--- src/rtl/uart_tx_arbiter.sv ---
// Round-robin arbiter sharing one UART byte transmitter among N send-char sources.
// Each grant drives one start strobe, tracks the transmitter's busy handshake and then inserts an idle gap.
module uart_tx_arbiter #(
  parameter int N = 4,
  parameter int W = 8,
  parameter int G = 2,
  parameter int T = 16
) (
  input  logic                   i_clk,
  input  logic                   i_rst_n,
  input  logic [N-1:0]           i_req,
  input  logic [N*W-1:0]         i_data,
  output logic [N-1:0]           o_ack,
  output logic                   o_tx_start,
  output logic [W-1:0]           o_tx_data,
  input  logic                   i_tx_busy,
  output logic [$clog2(N)-1:0]   o_grant,
  output logic                   o_busy,
  output logic                   o_err
);

  localparam int GW   = $clog2(N);
  localparam int CMAX = (T > G) ? T : G;
  localparam int CW   = $clog2(CMAX + 1);

  typedef enum logic [2:0] {
    IDLE      = 3'd0,
    START     = 3'd1,
    WAIT_BUSY = 3'd2,
    WAIT_DONE = 3'd3,
    GAP       = 3'd4
  } state_t;

  state_t        state_r;
  logic [GW-1:0] ptr_r;
  logic [CW-1:0] cnt_r;
  logic [GW-1:0] idx_s;
  logic [GW-1:0] win_s;
  logic          found_s;
  logic [W-1:0]  win_data_s;

  // Pick the first requester after the last winner, wrapping modulo N
  always_comb begin
    found_s = 1'b0;
    win_s   = '0;
    idx_s   = '0;
    for (int i = 1; i <= N; i++) begin
      idx_s   = GW'((int'(ptr_r) + i) % N);
      win_s   = (!found_s && i_req[idx_s]) ? idx_s : win_s;
      found_s = found_s | i_req[idx_s];
    end
  end

  assign win_data_s = i_data[int'(win_s)*W +: W];

  // Transaction sequencer; every output is loaded here so all of them are registered
  always_ff @(posedge i_clk or negedge i_rst_n) begin
    if (!i_rst_n) begin
      state_r    <= IDLE;
      ptr_r      <= GW'(N - 1);
      cnt_r      <= '0;
      o_ack      <= '0;
      o_tx_start <= 1'b0;
      o_tx_data  <= '0;
      o_grant    <= '0;
      o_busy     <= 1'b0;
      o_err      <= 1'b0;
    end else begin
      o_tx_start <= 1'b0;
      o_ack      <= '0;
      o_err      <= 1'b0;
      case (state_r)
        IDLE: begin
          // A busy transmitter may still be owned by someone else: hold off granting
          if (found_s && !i_tx_busy) begin
            state_r    <= START;
            o_tx_data  <= win_data_s;
            o_grant    <= win_s;
            ptr_r      <= win_s;
            o_tx_start <= 1'b1;
            o_ack      <= {{(N-1){1'b0}}, 1'b1} << win_s;
            o_busy     <= 1'b1;
          end
        end
        START: begin
          state_r <= WAIT_BUSY;
          cnt_r   <= '0;
        end
        WAIT_BUSY: begin
          if (i_tx_busy) begin
            state_r <= WAIT_DONE;
          end else if (cnt_r == CW'(T - 2)) begin
            state_r <= IDLE;
            o_err   <= 1'b1;
            o_busy  <= 1'b0;
          end else begin
            cnt_r <= cnt_r + 1'b1;
          end
        end
        WAIT_DONE: begin
          if (!i_tx_busy) begin
            if (G > 0) begin
              state_r <= GAP;
              cnt_r   <= '0;
            end else begin
              state_r <= IDLE;
              o_busy  <= 1'b0;
            end
          end
        end
        GAP: begin
          if (cnt_r == CW'(G - 1)) begin
            state_r <= IDLE;
            o_busy  <= 1'b0;
          end else begin
            cnt_r <= cnt_r + 1'b1;
          end
        end
        default: begin
          state_r <= IDLE;
          o_busy  <= 1'b0;
        end
      endcase
    end
  end

endmodule

--- config.mk ---
export PLATFORM = sky130hd
export DESIGN_NAME = uart_tx_arbiter
export DESIGN_NICKNAME = d
export VERILOG_FILES = /design/src/rtl/uart_tx_arbiter.sv
export SDC_FILE = /design/constraint.sdc
export NUM_CORES = 1
export LEC_CHECK = 0
export ABC_CLOCK_PERIOD_IN_PS = 5900
export BUFFER_PORTS_ARGS = -buffer_cell sky130_fd_sc_hd__buf_4
export CAP_MARGIN = 20
export CELL_PAD_IN_SITES_DETAIL_PLACEMENT = 1
export CELL_PAD_IN_SITES_GLOBAL_PLACEMENT = 1
export CORE_MARGIN = 2
export CORE_UTILIZATION = 41
export CTS_BUF_LIST = sky130_fd_sc_hd__clkbuf_8
export CTS_CLUSTER_SIZE = 28
export DETAILED_ROUTE_END_ITERATION = 8
export MAX_ROUTING_LAYER = met4
export PLACE_DENSITY = 0.95
export SLEW_MARGIN = 40
export SYNTH_ARGS = -nofsm -noshare
export SYNTH_HDL_FRONTEND = slang
export SYNTH_SLANG_ARGS = --single-unit
--- constraint.sdc ---
create_clock -name i_clk -period 5.9 [get_ports i_clk]
set_clock_uncertainty 0.15 [all_clocks]
set_input_delay 0.59 -clock i_clk [delete_from_list [all_inputs] [get_ports i_clk]]
set_output_delay 0.59 -clock i_clk [all_outputs]
set_load 0.01 [all_outputs]
# Yosys cells after proc, flatten, opt, wreduce, memory -nomap -nowiden
# Index checks and enable logic that the tools add are counted.
[word_totals]
ff_bits = 27
latchBits = 0
ramBits = 0
rom_bits = 0
input_bits = 39
memories = 0
[op_classes]
add_sub_neg = 5
n_mul = 0
n_div = 0
magnitude_cmp = 4
n_eq_ne = 14
shift = 2
mux = 35
n_bitwise = 4
n_reduce_logical = 15
[ops]
columns = ["operator", "n"]
rows = [
  ["32-bit by 6-bit indexed part select with 8-bit output", 1],
  ["5-bit 2-to-1 mux", 4],
  ["5-bit one-hot mux with 4 select lines", 1],
  ["3-bit 2-to-1 mux", 5],
  ["3-bit one-hot mux with 5 select lines", 1],
  ["2-bit != test (second input constant)", 7],
  ["1-bit 2-to-1 mux", 13],
  ["2-bit by 3-bit < comparator with 1-bit output (second input constant)", 4],
  ["5-bit AND reduction", 2],
  ["1-bit binary-select mux with 2-bit select", 4],
  ["2-bit 2-to-1 mux", 4],
  ["4-bit 2-to-1 mux", 2],
  ["3-bit by 2-bit == test with 1-bit output (second input constant)", 2],
  ["5-bit by 1-bit adder with 5-bit output (second input constant)", 1],
  ["5-bit by 1-bit == test with 1-bit output (second input constant)", 1],
  ["5-bit by 4-bit == test with 1-bit output (second input constant)", 1],
  ["2-bit by 1-bit adder with 2-bit output (second input constant)", 2],
  ["2-bit adder (second input constant)", 2],
  ["1-bit logical AND", 4],
  ["1-bit zero test", 4],
  ["1-bit one-hot mux with 4 select lines", 1],
  ["4-bit AND reduction", 1],
  ["4-bit nonzero test", 1],
  ["1-bit by 2-bit left shift with 4-bit output (first input constant)", 1],
  ["other kinds (8)", 10],
]

# Logic depth before layout (Yosys ltp)
# Gate-level depths: netlist (run 1).
[logic_depth]
word_depth = 11
ltp_mapped = 8

# Worst setup path after synthesis (run 1)
# No wires, ideal clock.
[synth_path]
kind = "input to register"
startpoint = "input port i_req[0]"
endpoint = "register o_tx_data[4]"
t_arrival_ns = 1.662
slack_ns = 3.938
stages = 6
n_path_buf = 1
cell_sequence = "nand2b_1 o22ai_2 clkbuf_1 nor3b_1 a211oi_1 a211oi_2"
[synth_between]
elab_chain_cells = 8
word_cells_on_any_way = 24
classes_between = "shift (1); mux (12); bitwise (3); reduce/logical (8)"
[synth_lines]
columns = ["element", "line_no", "source"]
rows = [
  ["from (decl)", "11", "input logic [N-1:0] i_req,"],
  ["1-bit binary-select mux with 2-bit select", "49, 50", ""],
  ["1-bit 2-to-1 mux (not written as such)", "49, 50", ""],
  ["1-bit zero test / 1-bit bitwise OR (equally long branches)", "49, 50", ""],
  ["1-bit logical AND, or another cell as far along", "49", "win_s = (!found_s && i_req[idx_s]) ? idx_s : win_s;"],
  ["2-bit 2-to-1 mux, or another cell as far along", "49", ""],
  ["2-bit 2-to-1 mux / 1-bit logical AND (equally long branches)", "49", ""],
  ["2-bit 2-to-1 mux", "49", ""],
  ["32-bit by 6-bit indexed part select with 8-bit output", "54", "assign win_data_s = i_data[int'(win_s)*W +: W];"],
  ["to (signal assigned)", "77", "o_tx_data <= win_data_s;"],
  ["to (decl)", "15", "output logic [W-1:0] o_tx_data,"],
]
# Several ways; a longest one is shown, not always the timed one. The select of a mux whose other input is x is not followed.
# A chain may end at the register's enable or synchronous reset.

# Worst setup path after layout (run 1)
[layout_path]
startpoint = "register state_r[1]"
endpoint = "register o_tx_data[4]"
[layout_between]
elab_chain_cells = 2
[layout_lines]
columns = ["element", "line_no", "source"]
rows = [
  ["from (decl)", "34", "state_t state_r;"],
  ["from (signal assigned)", "59", "state_r <= IDLE;"],
  ["from (signal assigned)", "76", "state_r <= START;"],
  ["from (signal assigned)", "86", "state_r <= WAIT_BUSY;"],
  ["3-bit zero test", "72", "case (state_r)"],
  ["2-bit AND reduction (no source line)", "--", ""],
]
# Every way passes these cells.

==> results of run 1 <==
[cell usage in the layout, fill, tap and decap left out, types with 2 or more instances in the layout]
| master | synthesis | final |
|---|---|---|
| nand3_1 | 5 | 5 |
| nor3b_1 | 8 | 8 |
| nand2b_1 | 4 | 4 |
| a31oi_1 | 2 | 2 |
| dfstp_2 | 2 | 2 |
| mux2i_1 | 9 | 9 |
| nor3_1 | 3 | 3 |
| a21o_1 | 3 | 3 |
| clkbuf_8 | 0 | 3 |
| nand2_1 | 7 | 7 |
| o21ai_1 | 3 | 3 |
| nor2_1 | 22 | 22 |
| inv_1 | 8 | 8 |
| ha_1 | 3 | 3 |
| dfrtp_1 | 25 | 25 |
| a211oi_1 | 15 | 15 |
| a21oi_1 | 8 | 8 |
| buf_4 | 0 | 55 |
[report_power, final]
group	switching [mW]	internal, mW	total [mW]
combinational	0.222	0.178	0.400
sequential	0.0693	0.256	0.325
clock	0.0588	0.0474	0.106
total	0.350	0.481	0.832
[metal layers]
layer,vias up,routed length [µm]
met5,-,0
li1,671,-
met1,675,1970
met4,0,46
met3,4,281
met2,52,2090
[cells by family after synthesis]
logic type	after synthesis
and+or+nand+nor	56
AOI/OAI and AO/OA	45
DFF	27
buffers and inverters	16
muxes	9
adders and majority gates	3
xor gates and xnor gates	1
[worst paths after layout]
| check | start | endpoint |
|---|---|---|
| hold reg to reg | o_busy | o_busy |
| setup reg to reg | state_r[1] | o_tx_data[4] |
| max in group asynchronous | i_rst_n | ptr_r[1] |
| setup / recovery | state_r[1] | o_tx_data[4] |
| min in group i_clk | o_busy | o_busy |
| hold / removal | i_rst_n | o_tx_data[1] |
[state kept, by name (all words and copies together) (netlist names)]
name,count
o_tx_data,8
cnt_r,5
o_ack,4
state_r,3
o_grant,2
ptr_r,2
o_busy,1
o_err,1
o_tx_start,1
[cell type report]
cell class	count	area (µm²)	share of cell area, %
Multi-Input combinational cell	114	791	39.1
Sequential cell	27	678	33.5
Timing Repair Buffer	55	413	20.4
Clock inverter	1	5.00	0.248
Clock buffer	3	41.3	2.04
Inverter	9	33.8	1.67
Tap cell	48	60.1	2.97
[stage by stage]
stage / std cells / hold WS (ns)
after floorplan: 157 / 0.144
after global placement: 253 / 0.361
after detailed placement: 253 / 0.365
after CTS: 257 / 0.0706
after global routing: 257 / 0.0736
final: 257 / 0.0569
==> summary.md, run 1 <==
| Metric | Value |
|---|---|
| Status | complete, no violations |
| Vias | 1402 |
| Post-synth EDFFs | 0 |
| Setup crit end kind | flop |
| Count of different cell masters after synthesis | 42 |
| Worst vdd ir | 245 µV |
| TritonCTS Sinks | 27 |
| Seq cells post-synth | 27 |
| XOR/XNOR share of the synthesized area | 0.568% |
| Clock Latency Late Sink | 0.28 ns |
| H-tree lvl count | 1 |
| Setup CP Type | flop to flop |
| Most frequent cells after synthesis | 25 x dfrtp_1, 22 x nor2_1, 15 x a211oi_1 |
| YS warnings | 0 |
| Worst endpoint required time | 5.87 ns |
| Clock Path Buffers | 2 |
| Filler cells | 428 |
| Via density | 5.46 |
| Reg2Reg Setup Slack | 3.44 ns |
| Design Power | 0.832 mW |
| Fin Setup TNS | 0 ns |
| Antenna violations before repair | 0 |
| Final worst slack | 3.44 ns |
| Largest fanout on the critical path | 12 |
| Iter 0 DRT Violations | 32 |
| Cell Pwr Density | 411 nW/µm² |
| Largest area contributor in the synthesized netlist | dfrtp_1 |
| Clk root buf | clkbuf_8 |
| Met2 GRT Util | 39.4% |
| # resized after CTS | 0 |
| Mux contribution to synthesized area | 5.84% |
| CTS tree | built |
| Most common cell in the synthesized netlist | dfrtp_1 |
| Post-route cell area | 2020 µm² |
| Largest cells by area after synthesis | dfrtp_1 41%, a211oi_1 7.3%, mux2i_1 5.8% |
| Post-synthesis cell count | 157 |
| CTS buffer count | 3 |
| Stages on worst setup path | 6 |
| Post-synth top area share | 40.6% |
| CP startpoint kind | flop |
| Routability cong. | 0.756 |
| Busiest layer in global routing | met2 |
| Die ar. | 4270 µm² |
| Hold_buf cts | 0 |
| Drt drc | 0 |
| DP Area | 1980 µm² |
| Drt pass-1 iters | 4 |
| Die Ht | 65.3 µm |
| RSZ-0062 raised after global routing | no |
| Largest net degree at the start of global routing | 28 |
| Met1 GRT Util | 27.3% |
| Clock-pin slew on the worst setup and hold paths | 0.10 ns |
| Max-slew headroom | 45.4% |
| Post-Synth Simple-Gate Area | 19.6% |
| Crit-path max cell delay | 0.54 ns |
| Worst r2r path cells | 6 |
| WP data arrival | 2.43 ns |
| DP HPWL | 3.39 mm |
| Dominant synthesized flop cell | dfrtp_1 |
| Io pins | 56 |
| First-pass GRT wire length | 7.18 mm |
| Place WS | 3.32 ns |
| Core area | 3630 µm² |
| Area grow syn2layout | 31.1% |
| P_leak | 0.943 nW |
| Adder-Cell Fraction of Synth Area | 2.43% |
| Post-synthesis sequential area ratio | 44.0% |
| # diodes | 0 |
| Final nets | 252 |
| DR WL/cell | 17.1 µm |
| Vias in the first global route | 1493 |
| Row count | 22 |
| Crit path buffers/inverters | 1 |
| Routed wire length | 4.39 mm |
| Synth Cell Area | 1540 µm² |
| Fmax achieved | 406 MHz |
| Largest delay share family, worst path | simple AND/OR/NAND/NOR gates |
| Final core occ | 55.6% |
| Final setup viols | 0 |
| Synth async-reset ratio | 100% |
| Synthesized Nets | 199 |
| GR met3 Demand/Resource | 3.60% |
| Final min period | 2.46 ns |
| Cell at the slowest stage of the critical path | dfrtp_1 |
| Final hold vios | 0 |
| Worst hold path type | input port to asynchronous set/reset pin |
| Die W | 65.3 µm |
| Synth Area in Compound Gates | 22.8% |
| Total global routing overflow | 0 |
| PortBufs | 55 |
| Gr usage total | 22.5% |
| Final worst path period share | 41.7% |
| Post-CTS setup buffers | 0 |
| Slew Viols, Final | 0 |
| Main combinational cell family by area after synthesis | compound AO/OA/AOI/OAI gates |
| Initial core utilization | 42.5% |
| Detail Route Antenna Nets | 0 |
| Max Cap Violations | 0 |
| Slew @ Worst Pin | 0.819 ns |
| Synth Area per Inst | 9.83 µm² |
| Critical Path, Cell by Cell | nor4_4 -> o41ai_4 -> inv_2 -> nand3_1 -> a211oi_1 -> a211oi_2 |
| Fraction of layout cells with a size suffix above 1 | 33.0% |
Power figures use the tool's default switching activity.
==> inputs of run 2 (changes only) <==
--- a/config.mk
+++ b/config.mk
@@ -5,18 +5,19 @@
 export SDC_FILE = /design/constraint.sdc
 export NUM_CORES = 1
 export LEC_CHECK = 0
-export ABC_CLOCK_PERIOD_IN_PS = 5900
+export ABC_AREA = 1
+export ABC_CLOCK_PERIOD_IN_PS = 2400
 export BUFFER_PORTS_ARGS = -buffer_cell sky130_fd_sc_hd__buf_4
 export CAP_MARGIN = 20
 export CELL_PAD_IN_SITES_DETAIL_PLACEMENT = 1
 export CELL_PAD_IN_SITES_GLOBAL_PLACEMENT = 1
 export CORE_MARGIN = 2
-export CORE_UTILIZATION = 41
+export CORE_UTILIZATION = 37
 export CTS_BUF_LIST = sky130_fd_sc_hd__clkbuf_8
 export CTS_CLUSTER_SIZE = 28
 export DETAILED_ROUTE_END_ITERATION = 8
 export MAX_ROUTING_LAYER = met4
-export PLACE_DENSITY = 0.95
+export PLACE_DENSITY = 0.9
 export SLEW_MARGIN = 40
 export SYNTH_ARGS = -nofsm -noshare
 export SYNTH_HDL_FRONTEND = slang
==> constraint.sdc (replaced) <==
create_clock -name i_clk -period 2.4 [get_ports i_clk]
set_clock_uncertainty 0.15 [all_clocks]
set_input_delay 0.24 -clock i_clk [delete_from_list [all_inputs] [get_ports i_clk]]
set_output_delay 0.24 -clock i_clk [all_outputs]
set_load 0.01 [all_outputs]
==> summary.md, run 2 <==
| Metric | Value |
|---|---|
| Final worst slack | 0.0783 ns |
| Setup crit end kind | flop |
| Switch share | 53.2% |
| Post-synthesis sequential area ratio | 37.1% |
| Final hold vios | 0 |
| Post-synth top area share | 34.2% |
| Clock Path Buffers | 2 |
| Core area | 4750 µm² |
| Final worst path period share | 96.7% |
| Largest cells by area after synthesis | dfrtp_1 34%, nand2_1 16%, nand3_1 7.7% |
| Slew Viols, Final | 0 |
| Iter 0 DRT Violations | 88 |
| Largest register FFs | 8 |
| P_leak | 1.28 nW |
| PortBufs | 55 |
| Die W | 74.3 µm |
| CTS tree | built |
| Synth Cell Area | 1830 µm² |
| Drt drc | 0 |
| Design Power | 3.40 mW |
| Max Cap Violations | 0 |
| Non-Filler Instances | 389 |
| Switching power | 1.81 mW |
| Synth Area per Inst | 6.98 µm² |
| Largest delay share family, worst path | simple AND/OR/NAND/NOR gates |
| Io pins | 56 |
| First-pass GRT wire length | 8.38 mm |
| Worst path most repeated cell | nand2_1 |
| Synth async-reset ratio | 100% |
| Slew @ Worst Pin | 0.435 ns |
| Flop pwr share | 23.5% |
| Fraction of layout cells with a size suffix above 1 | 28.9% |
| Post-route cell area | 2400 µm² |
| Vias in the first global route | 1849 |
| Biggest regs | o_tx_data: 8 flops, cnt_r: 5 flops, o_ack: 4 flops |
| Place WS | 0.110 ns |
| Antenna violations before repair | 0 |
| # diodes | 0 |
| Seq cells post-synth | 27 |
| Initial core utilization | 38.5% |
| Dpl cells | 380 |
| Die ar. | 5520 µm² |
| Final setup viols | 0 |
| Largest fanout on the critical path | 8 |
| Clock-pin slew on the worst setup and hold paths | 0.10 ns |
| TritonCTS Sinks | 27 |
| WP data arrival | 2.34 ns |
| Gr usage total | 20.1% |
| Via density | 4.86 |
| Most common cell in the synthesized netlist | nand2_1 |
| Worst endpoint required time | 2.42 ns |
| Setup CP Type | flop to flop |
| Crit-path max cell delay | 0.61 ns |
| Area grow syn2layout | 31.2% |
| Largest area contributor in the synthesized netlist | dfrtp_1 |
| Final nets | 365 |
| Post-synthesis cell count | 262 |
| Vias | 1890 |
| Total global routing overflow | 0 |
| Worst hold path type | input port to flop |
| Commonest cells after routing, fill and taps aside | 76 x nand2_1, 57 x buf_4, 34 x nor2_1 |
| Routed wire length | 5.36 mm |
| DR WL/cell | 13.8 µm |
| Int Pwr | 1.59 mW |
| Count of different cell masters after synthesis | 30 |
| Worst vdd ir | 570 µV |
| Dominant synthesized flop cell | dfrtp_1 |
| CP startpoint kind | flop |
| Most frequent cells after synthesis | 78 x nand2_1, 34 x nor2_1, 30 x inv_1 |
| Largest net degree at the start of global routing | 28 |
| YS warnings | 0 |
| Crit path buffers/inverters | 1 |
| Clock Latency Late Sink | 0.28 ns |
| Die Ht | 74.3 µm |
| Fmax achieved | 431 MHz |
| DP Area | 2280 µm² |
| Detail Route Antenna Nets | 0 |
| CTS buffer count | 3 |
| Row count | 25 |
| Final min period | 2.32 ns |
| Reg with most FFs | o_tx_data |
| Status | complete, no violations |
| Drt pass-1 iters | 4 |
| Clk root buf | clkbuf_8 |
| Synthesized Nets | 304 |
| Critical Path, Cell by Cell | clkbuf_2 -> nand2_1 -> nand3_1 -> nand2_1 -> nor2_4 -> nand4_1 -> a21oi_4 -> nand2_1 -> nor2_1 -> nor2_2 |
| Post-synth EDFFs | 0 |
| H-tree lvl count | 1 |
| Clock power share | 8.4% |
| Cell Pwr Density | 1420 nW/µm² |
| Cell at the slowest stage of the critical path | dfstp_2 |
| Most common cell after layout, fill and taps aside | nand2_1 |
| DP HPWL | 3.99 mm |
| Max-slew headroom | 70.9% |
| Comb pwr share | 68.1% |
| Routability cong. | 0.877 |
run 2: cell types whose count changed after synthesis, moves of 6 or more:
cell	delta
nand2_2	+9
nand2_1	+71
nor2_1	+12
mux2i_1	-9
nor3b_1	-8
nand3_1	+23
a211oi_1	-15
o21ai_0	+6
inv_1	+22
run 2: kinds of logic after synthesis:
logic type,after synthesis,share of synthesized area [%]
compound gates,18,5.75
xor+xnor,1,0.479
fa+ha+maj,3,2.05
buf+inv,39,10.5
flops,27,37.1
simple gates,174,44.2
run 2: final cells by class:
| type | count | area [µm²] |
|---|---|---|
| tap | 67 | 83.8 |
| timing repair buffer | 61 | 464 |
| clock buffer | 3 | 41.3 |
| fill | 639 | 2350 |
| inverter | 33 | 126 |
| sequential | 27 | 678 |
| clock inverter | 1 | 8.76 |
| multi-input combinational | 197 | 997 |
run 2: power by group through the flow:
stage / sequential (mW) / clock (mW) / combinational [mW]
final: 0.799 / 0.287 / 2.31
after global routing: 0.826 / 0.319 / 2.61
after CTS: 0.803 / 0.294 / 2.15
after detailed placement: 0.812 / 0 / 2.13
after global placement: 0.805 / 0 / 2.06
after floorplan: 0.823 / 0 / 1.61
run 2: final timing paths:
path	from	end	slack (ns)	depth (start not counted)
worst max-delay path	ptr_r[0]	o_tx_data[5]	0.08	10
worst max register to register	ptr_r[0]	o_tx_data[5]	0.08	10
min in group asynchronous	i_rst_n	state_r[0]	0.26	2
worst min-delay path	i_data[19]	o_tx_data[3]	0.14	5
max in group asynchronous	i_rst_n	ptr_r[0]	1.53	2
worst min register to register	o_busy	o_busy	0.35	2
run 2: worst min-delay path, stage by stage:
cell	delay [ns]
buf_4	0.07
nand2_1	0.04
nand2_1	0.05
nor2_1	0.03
nor2_1	0.08
run 2: routing by layer:
metal / vias up / wire, µm / track usage, %
met5: - / 0 / -
met4: 0 / 89 / 2.98
met3: 8 / 182 / 2.44
met2: 38 / 2800 / 35.3
met1: 902 / 2290 / 25.5
li1: 942 / - / -
run 2: per-stage QoR:
stage / util [%] / hold slack [ns] / setup TNS (ns)
detailed placement: 47.9 / 0.0374 / 0
CTS: 49.3 / 0.140 / 0
finish: 50.5 / 0.135 / 0
global route: 50.5 / 0.170 / -0.124
floorplan: - / -0.206 / 0
global placement: 47.9 / 0.0344 / 0
run 2: timing repair:
item | in CTS | in global routing
endpoints found under the setup margin | 0 | 8
hold buffers | 2 | 0
gates resized for setup | 0 | 9
endpoints found under the hold margin | 26 | 0
buffers inserted | 0 | 2
==> inputs of run 3 (changes only) <==
--- a/config.mk
+++ b/config.mk
@@ -6,18 +6,18 @@
 export NUM_CORES = 1
 export LEC_CHECK = 0
 export ABC_AREA = 1
-export ABC_CLOCK_PERIOD_IN_PS = 2400
+export ABC_CLOCK_PERIOD_IN_PS = 2000
 export BUFFER_PORTS_ARGS = -buffer_cell sky130_fd_sc_hd__buf_4
 export CAP_MARGIN = 20
 export CELL_PAD_IN_SITES_DETAIL_PLACEMENT = 1
 export CELL_PAD_IN_SITES_GLOBAL_PLACEMENT = 1
 export CORE_MARGIN = 2
-export CORE_UTILIZATION = 37
+export CORE_UTILIZATION = 33
 export CTS_BUF_LIST = sky130_fd_sc_hd__clkbuf_8
 export CTS_CLUSTER_SIZE = 28
 export DETAILED_ROUTE_END_ITERATION = 8
 export MAX_ROUTING_LAYER = met4
-export PLACE_DENSITY = 0.9
+export PLACE_DENSITY = 0.86
 export SLEW_MARGIN = 40
 export SYNTH_ARGS = -nofsm -noshare
 export SYNTH_HDL_FRONTEND = slang
==> constraint.sdc (replaced) <==
create_clock -name i_clk -period 2 [get_ports i_clk]
set_clock_uncertainty 0.15 [all_clocks]
set_input_delay 0.2 -clock i_clk [delete_from_list [all_inputs] [get_ports i_clk]]
set_output_delay 0.2 -clock i_clk [all_outputs]
set_load 0.005 [all_outputs]
==> summary.md, run 3 (synthesis results as in run 2) <==
| Metric | Value |
|---|---|
| Worst setup path startpoint | ptr_r[0] |
| Clock power share | 5.8% |
| Max Cap Violations | 0 |
| Final core occ | 56.0% |
| Largest register FFs | 8 |
| Violated checks | negative setup slack |
| First-pass GRT wire length | 10.5 mm |
| RSZ-0062 raised after global routing | yes |
| Met3 wire length | 244 µm |
| Biggest regs | o_tx_data: 8 flops, cnt_r: 5 flops, o_ack: 4 flops |
| CTS buffer count | 3 |
| Clock Path Buffers | 2 |
| Initial core utilization | 33.6% |
| Slew Viols, Final | 0 |
| WL met1 | 3.10 mm |
| Core area | 5440 µm² |
| PortBufs | 55 |
| Fraction of layout cells with a size suffix above 1 | 53.3% |
| Die W | 78.5 µm |
| Final setup viols | 19 |
| Vias | 2170 |
| Design Power | 6.12 mW |
| Final min period | 2.34 ns |
| DP HPWL | 4.05 mm |
| Cell Pwr Density | 2010 nW/µm² |
| Drt drc | 0 |
| Iter 0 DRT Violations | 63 |
| Final nets | 403 |
| Fmax achieved | 427 MHz |
| Status | complete, but fails checks |
| RR Startpoint | ptr_r[0] |
| WP data arrival | 2.37 ns |
| Cell at the slowest stage of the critical path | dfstp_2 |
| Clock-pin slew on the worst setup and hold paths | 0.11 ns |
| Routability cong. | 0.811 |
| Flop pwr share | 16.0% |
| Worst setup path end | o_tx_data[7] |
| Post-route cell area | 3050 µm² |
| Worst endpoint required time | 2.03 ns |
| Worst hold slack | 0.0934 ns |
| Io pins | 56 |
| Setup CP Type | flop to flop |
| Comb pwr share | 78.2% |
| Reg with most FFs | o_tx_data |
| Worst path most repeated cell | nand2_4 |
| Largest net degree at the start of global routing | 28 |
| Final hold vios | 0 |
| Max-slew headroom | 74.1% |
| Drt pass-1 iters | 4 |
| Vias in the first global route | 2209 |
| DP Area | 2380 µm² |
| Antenna violations before repair | 0 |
| Total global routing overflow | 0 |
| # diodes | 0 |
| Stages on worst setup path | 13 |
| CTS tree | built |
| Fin Setup TNS | -4.42 ns |
| Gr usage total | 21.7% |
| Die ar. | 6150 µm² |
| Most common cell after layout, fill and taps aside | buf_4 |
| Largest delay share family, worst path | simple AND/OR/NAND/NOR gates |
| Final worst slack | -0.341 ns |
| Crit path buffers/inverters | 2 |
| Largest fanout on the critical path | 5 |
| Setup crit end kind | flop |
| Worst hold path type | input port to flop |
| Filler cells | 679 |
| Int Pwr | 2.96 mW |
| Critical Path, Cell by Cell | buf_6 -> nand2_2 -> nand2_4 -> nand2_4 -> nand2_4 -> nor2_4 -> nand4_1 -> buf_4 -> nand2_4 -> nor2_4 -> nand2_1 -> nor2_1 -> nor2_2 |
| Highest metal used | met4 |
| Commonest cells after routing, fill and taps aside | 82 x buf_4, 36 x nand2_1, 31 x nand2_2 |
| Register area | 678 µm² |
| FF-to-FF End | o_tx_data[7] |
| Detail Route Antenna Nets | 0 |
| Final worst path period share | 117% |
| Clk root buf | clkbuf_8 |
| Switching power | 3.16 mW |
| Via density | 5.02 |
| Row count | 27 |
| Area grow syn2layout | 66.6% |
| Area of the multi-input gates | 1310 µm² |
| TritonCTS Sinks | 27 |
| Routed wire length | 7.98 mm |
| Worst vdd ir | 786 µV |
| Clock Latency Late Sink | 0.29 ns |
| Routed wl met2 | 4.35 mm |
| Slew @ Worst Pin | 0.383 ns |
| Crit-path max cell delay | 0.64 ns |
| DR WL/cell | 18.5 µm |
| H-tree lvl count | 1 |
| Reg2Reg Setup Slack | -0.34 ns |
| CP startpoint kind | flop |
| Worst r2r path cells | 13 |
| P_leak | 1.56 nW |
| Switch share | 51.7% |
| Die Ht | 78.5 µm |
## run 3: cell types whose count changed in the layout (fill, tap and decap cells not counted), sizes merged
cell / change
buf: +36
nand2: +2
clkbuf: -1
inv: +1
## run 3: layout make-up
class                   instances  share of cell area, %
multi-input cells             199                   42.9
repair buffers                 96                   25.7
flip-flops and latches         27                   22.3
inverters                      33                   4.39
well taps                      72                   2.96
clock buffers                   3                   1.36
clock inverters                 1                  0.287
repair inverters                1                  0.123
## run 3: worst min path at each step
stage / cells after the start / startpoint / slack, ns / to
after floorplan: 0 / i_rst_n / -0.25 / cnt_r[0]
after global placement: 1 / i_rst_n / -0.008 / o_tx_data[2]
after detailed placement: 1 / i_rst_n / -0.001 / o_tx_data[2]
after CTS: 5 / i_data[22] / 0.09 / o_tx_data[6]
after global routing: 5 / i_data[18] / 0.14 / o_tx_data[2]
final: 5 / i_data[18] / 0.09 / o_tx_data[2]
## run 3: power groups by stage
| stage | Sequential [mW] | Combinational (mW) | Clock, mW |
|---|---|---|---|
| after floorplan | 0.932 | 1.93 | 0 |
| after global placement | 0.973 | 2.61 | 0 |
| after detailed placement | 0.986 | 2.71 | 0 |
| after CTS | 0.970 | 3.18 | 0.353 |
| after global routing | 1.01 | 5.11 | 0.374 |
| final | 0.982 | 4.78 | 0.354 |
## run 3: per-layer routing
| metal | track usage [%] | up-vias |
|---|---|---|
| met5 | - | - |
| met4 | 6.84 | 0 |
| met3 | 2.87 | 27 |
| met2 | 38.1 | 66 |
| met1 | 26.0 | 1054 |
| li1 | - | 1023 |
## run 3: worst register-to-register path: stages (launching register included)
cell and delay (ns):
dfstp_2 0.64, buf_6 0.16, nand2_2 0.07, nand2_4 0.09, nand2_4 0.06, nand2_4 0.08, nor2_4 0.05, nand4_1 0.19
buf_4 0.16, nand2_4 0.07, nor2_4 0.20, nand2_1 0.11, nor2_1 0.15, nor2_2 0.05
## run 3: metrics by stage
| stage | setup slack, ns | instances |
|---|---|---|
| 2_1_floorplan | 0.0132 | 262 |
| 3_3_place_gp | -0.101 | 398 |
| 3_5_place_dp | -0.230 | 398 |
| 4_1_cts | -0.147 | 418 |
| 5_1_grt | -0.436 | 432 |
| 6_report | -0.341 | 432 |
## run 3: what timing repair did
item | in CTS | in global routing
hold buffers | 2 | 0
resized for setup | 37 | 77
hold endpoints to repair | 28 | 0
gates cloned | 2 | 2
setup endpoints to repair | 19 | 23
pin swaps | 24 | 40
buffers inserted | 12 | 13
